<file path="config.mk">
export PLATFORM = sky130hd
export DESIGN_NAME = wb_stage
export DESIGN_NICKNAME = d
export VERILOG_FILES = /design/src/rtl/wb_pkg.sv /design/src/rtl/wb_stage.sv
export SDC_FILE = /design/constraint.sdc
export NUM_CORES = 1
export LEC_CHECK = 0
export BUFFER_PORTS_ARGS = -buffer_cell sky130_fd_sc_hd__buf_2
export CORE_ASPECT_RATIO = 0.5
export CORE_MARGIN = 4
export CORE_UTILIZATION = 41
export CTS_CLUSTER_SIZE = 12
export DETAILED_ROUTE_END_ITERATION = 6
export GPL_TIMING_DRIVEN = 0
export MAX_ROUTING_LAYER = met4
export PLACE_DENSITY = 0.77
export RECOVER_POWER = 25
export SETUP_SLACK_MARGIN = 0.15
export SYNTH_ARGS = -nofsm -noshare
export SYNTH_HDL_FRONTEND = slang
export SYNTH_SLANG_ARGS = --single-unit
</file>
<file path="constraint.sdc">
create_clock -name clk -period 1.46 [get_ports clk]
set_input_delay 0.292 -clock clk [delete_from_list [all_inputs] [get_ports clk]]
set_output_delay 0.292 -clock clk [all_outputs]
set_load 0.01 [all_outputs]
</file>
<file path="src/rtl/wb_pkg.sv">
// Shared types and widths for the writeback stage of the 24-bit pipeline.
package wb_pkg;
    localparam int DATA_W = 24;
    localparam int REG_AW = 4;
    localparam int CNT_W  = 16;

    typedef enum logic [1:0] {WB_ALU, WB_MEM, WB_LINK, WB_RSVD} wb_sel_e;
    typedef enum logic [1:0] {EMPTY, WAIT_MEM, COMMIT} wb_state_e;
endpackage

</file>
<file path="src/rtl/wb_stage.sv">
// Writeback stage: selects ALU/load/link result, sole register file writer, forwards each write.
// Latency: commit 1 cycle after capture (non-load) or 1 cycle after mem_rvalid (load).
// Backpressure: wb_busy high while a load is outstanding; upstream must hold its bundle.
module wb_stage
    import wb_pkg::*;
#(
    parameter int DATA_W = wb_pkg::DATA_W,
    parameter int REG_AW = wb_pkg::REG_AW,
    parameter int CNT_W  = wb_pkg::CNT_W
) (
    input  logic              clk,
    input  logic              rst,
    input  logic              in_valid,
    input  logic [1:0]        in_wb_sel,
    input  logic              in_wr_en,
    input  logic [REG_AW-1:0] in_dest,
    input  logic [DATA_W-1:0] in_alu_result,
    input  logic [DATA_W-1:0] in_link_addr,
    input  logic              flush,
    input  logic              mem_rvalid,
    input  logic [DATA_W-1:0] mem_rdata,
    output logic              wb_busy,
    output logic              reg_write_en,
    output logic [REG_AW-1:0] reg_write_dest,
    output logic [DATA_W-1:0] reg_write_data,
    output logic              fwd_valid,
    output logic [REG_AW-1:0] fwd_dest,
    output logic [DATA_W-1:0] fwd_data,
    output logic [CNT_W-1:0]  retired_count
);

    wb_state_e         state_q, state_d;
    logic              wr_en_q, wr_en_d;
    logic [REG_AW-1:0] dest_q, dest_d;
    logic [DATA_W-1:0] data_q, data_d;
    logic [CNT_W-1:0]  cnt_q, cnt_d;
    logic              capture;
    logic              in_commit;

    assign wb_busy   = (state_q == WAIT_MEM);
    assign capture   = in_valid & ~wb_busy & ~flush;
    assign in_commit = (state_q == COMMIT);

    always_comb begin
        state_d = state_q;
        wr_en_d = wr_en_q;
        dest_d  = dest_q;
        data_d  = data_q;
        case (state_q)
            WAIT_MEM: begin
                // flush has priority over a returning load
                if (flush) begin
                    state_d = EMPTY;
                end else if (mem_rvalid) begin
                    state_d = COMMIT;
                    data_d  = mem_rdata;
                end
            end
            default: begin
                state_d = EMPTY;
                if (capture) begin
                    wr_en_d = in_wr_en;
                    dest_d  = in_dest;
                    data_d  = (in_wb_sel == WB_LINK) ? in_link_addr : in_alu_result;
                    state_d = (in_wb_sel == WB_MEM) ? WAIT_MEM : COMMIT;
                end
            end
        endcase
        // Count on entry so the value seen during COMMIT already includes it.
        cnt_d = (state_d == COMMIT) ? cnt_q + CNT_W'(1) : cnt_q;
    end

    always_ff @(posedge clk or posedge rst) begin
        if (rst) begin
            state_q <= EMPTY;
            wr_en_q <= 1'b0;
            dest_q  <= '0;
            data_q  <= '0;
            cnt_q   <= '0;
        end else begin
            state_q <= state_d;
            wr_en_q <= wr_en_d;
            dest_q  <= dest_d;
            data_q  <= data_d;
            cnt_q   <= cnt_d;
        end
    end

    assign reg_write_en   = in_commit & wr_en_q & (dest_q != '0);
    assign reg_write_dest = in_commit ? dest_q : '0;
    assign reg_write_data = in_commit ? data_q : '0;
    assign fwd_valid      = reg_write_en;
    assign fwd_dest       = reg_write_dest;
    assign fwd_data       = reg_write_data;
    assign retired_count  = cnt_q;

endmodule

</file>
==> flow_summary_export.csv <==
group,metric,value,unit
final_layout,drive_gt1_frac,0.700,
pwr,power_switching,1.41,mW
placed_design,dpl.hpwl,6510,um
worst_setup_path,worst_setup_path_end_kind,"output pin",
logic_synthesis,synth_cell_types,35,
worst_setup_path,critical-path-top-delay-family,"buffers and inverters",
timing,finalCritPeriodShare,1.29,
logic_synthesis,syn_area,0.00298,sq mm
pwr,peakVddDrop,0.768,mV
timing,fin_tns_setup,-34.84,ns
logic_synthesis,ys_warn_count,0,
status,violations,"setup timing",
logic_synthesis,ys.flop_type,"dfrtp_1",
placed_design,gp_congestion,0.875,
timing,rsz0062_at_grt,"yes",
detailed_routing,num_vias,3150,
worst_setup_path,crit_chain,"and2b_2 -> buf_8 -> clkbuf_8 -> and2_4 -> buf_6 -> buf_6",
global_routing,grt_pass1_vias,3098,
worst_setup_path,worstPathArrival,1.60,ns
pwr,p_clk_frac,0.286,
pwr,internal_power,3.31,mW
timing,finalHoldViolations,0,
global_routing,gr-total-overflow,0,
pwr,p_comb_frac,0.346,
die,ioPinCount,159,
worst_setup_path,cpMaxStageDelayCell,"dfrtp_1",
clock_tree,cts-root-buf,"clkbuf_16",
worst_setup_path,start_kind,"flop",
detailed_routing,antenna_left,0,
pwr,p_per_area,844,mW/mm^2
detailed_routing,wl,11600,um
worst_setup_path,timing.critical_path.buf_inv,4,
logic_synthesis,syn_nets,376,
die,die_y,68.3,um
timing,setup_slack,-0.430,ns
global_routing,grt_max_degree,48,
worst_setup_path,crit_start,"state_q[1]",
timing,worst_slew_pin_slew,1.02,ns
detailed_routing,drc,0,
global_routing,grt_pass1_wl,15000,um
pwr,p_sw_frac,0.299,
final_layout,area_delta_synth_final,87.7,%
pwr,leakagePower,2.84,nW
timing,fin_skew,0.00581,ns
clock_tree,cts_max_level,2,
logic_synthesis,synth-seq-area-share,0.395,
clock_tree,clock_latency,0.29,ns
logic_synthesis,synthCells,291,
worst_setup_path,worstPathRequired,1.17,ns
worst_setup_path,cpPeakStageDelay,0.39,ns
timing,slew_violations,0,
worst_setup_path,crit_path_max_fanout,5,
clock_tree,cts_tree,"done",
pwr,power.total,4.72,mW
die,initial_utilization,0.435,
status,run_status,"finished with violations",
flow_run,maxCapViolCount,0,
timing,max_slew_margin,0.315,
final_layout,diodes,0,
final_layout,final_core_util,0.816,
worst_setup_path,rr_startpoint,"state_q[1]",
min_path,hp-class,"in -> async",
logic_synthesis,synth_edf_count,0,
worst_setup_path,path_class,"reg -> out",
clock_tree,cts_buffer_depth,2,
clock_tree,cts_made_buffers,5,
global_routing,antenna_found_initial,0,
final_layout,fin_nets,581,
pwr,seqPwrFrac,0.368,
worst_setup_path,critPathMostFrequentCell,"buf_6",
final_layout,n_fill_cell,345,
die,core_area,0.00686,sq mm
die,fp-row-count,21,
logic_synthesis,avgSynthCellArea,10.2,sq um
detailed_routing,via_per_inst,5.35,
timing,fmax,529,MHz
global_routing,track_usage,0.225,
clock_tree,cts.clk_slew.worst_paths,0.06,ns
clock_tree,cts_sinks,47,
detailed_routing,wire_per_inst,19.7,um
logic_synthesis,ys_async_sr_fraction,1.00,
detailed_routing,drt-initial-drc-count,263,
die,die-area,0.00878,sq mm
timing,setup_viol,106,
detailed_routing,first_pass_iters,6,
logic_synthesis,yosys_register_bits,47,
clock_tree,hold_buffers,0,
die,die-width,129,um
timing,fin_crit,1.89,ns
placed_design,numPortBuffers,158,
## cells in the mapped netlist (6+ instances only)
library cell,instances,area [sq um]
dfrtp_1,47,1180
buf_4,31,233
and2_1,29,181
nor2_1,25,93.8
a211oi_1,24,180
a21o_1,24,180
mux2i_1,24,240
xor2_1,13,114
clkbuf_1,9,33.8
buf_2,6,30.0
inv_1,6,22.5
mux2_2,6,67.6
nand2_1,6,22.5
## cell type report
| cell class | instances | area, sq um | area share |
|---|---|---|---|
| Sequential cell | 47 | 1180 | 0.211 |
| Multi-Input combinational cell | 190 | 1870 | 0.335 |
| Buffer | 48 | 597 | 0.107 |
| Clock buffer | 6 | 139 | 0.0248 |
| Tap cell | 92 | 115 | 0.0206 |
| Inverter | 6 | 28.8 | 0.00515 |
| Timing Repair Buffer | 198 | 1630 | 0.291 |
| Clock inverter | 2 | 35.0 | 0.00626 |
## sequential cells by signal, summed over array words and instances, names as in the netlist
register	flops
data_q	24
retired_count	16
dest_q	4
state_q	2
wr_en_q	1
## through the flow
stage          area, sq um  std cells  hold slack [ns]  setup WS, ns
5_1_grt               5590        589            0.234        -0.486
4_1_cts               5260        577            0.234        -0.392
6_report              5590        589            0.216        -0.430
3_3_place_gp          4150        541            0.453        -0.209
3_5_place_dp          4150        541            0.467        -0.226
2_1_floorplan         3240        291            0.315       -0.0314
## routing by layer
layer  share of wire  up-vias  track usage
met5               0        -            -
met4           0.036        0       0.0825
met3           0.056       50       0.0507
met2            0.54      150        0.419
met1            0.37     1559        0.241
li1                -     1391            -
## worst register-to-register path, delay by kind of cell, from the launching register on
family          cells  cell delay, ns
compound gates      1            0.08
xor+xnor            1            0.19
buf+inv             4            0.50
flops               1            0.39
simple gates        2            0.64
## worst paths after layout
| check | endpoint | slack (ns) | cells past startpoint |
|---|---|---|---|
| hold / removal | retired_count[10] | 0.22 | 2 |
| min in group clk | dest_q[0] | 0.23 | 2 |
| max in group asynchronous | retired_count[0] | 0.64 | 2 |
| hold reg to reg | retired_count[15] | 0.48 | 1 |
| setup / recovery | reg_write_data[12] | -0.43 | 6 |
| setup reg to reg | retired_count[14] | -0.42 | 8 |
## cell families (layout without fill, tap and decap cells)
group,Yosys count,in the layout,synth area share
AO/OA/AOI/OAI,50,51,0.134
XOR/XNOR,15,15,0.0441
adder cells (fa/ha/maj),1,1,0.00420
buffers and inverters,55,260,0.118
flip-flops,47,47,0.395
multiplexers,30,30,0.103
AND/OR/NAND/NOR,93,93,0.202
## power by group through the flow
stage / clock [mW] / combinational [mW] / sequential, mW
floorplan: 0 / 0.723 / 1.73
global placement: 0 / 1.12 / 1.73
detailed placement: 0 / 1.14 / 1.73
CTS: 1.36 / 1.47 / 1.71
global route: 1.43 / 1.74 / 1.77
finish: 1.35 / 1.63 / 1.73
## cells in the final DEF, fill, tap and decap left out, types with 2 or more instances in the layout
cell       Yosys  final
mux2_2         6      2
clkbuf_8       0      2
buf_8          0      7
buf_12         0      4
mux2i_1       24     24
a211oi_2       0     19
nand3_1        5      5
and3_1         2      2
clkbuf_16      0     10
buf_6          3    108
inv_1          6      3
a21oi_4        1      2
buf_16         0      2
xor2_1        13     13
buf_4         31     12
and2_4         0     29
dfrtp_1       47     44
nor3_4         0      5
nor4_4         4      8
mux2_4         0      4
nor2_1        25     24
dfrtp_2        0      3
buf_2          6    104
nand2_1        6      4
a21o_1        24     24
a211oi_4       0      5
## timing repair
action,4_1_cts,5_1_grt
pin swaps,19,21
cloned,6,2
setup buffers,23,10
setup endpoints to repair,105,106
resized for setup,122,52
Note: power is estimated with default switching activity, not from simulation.
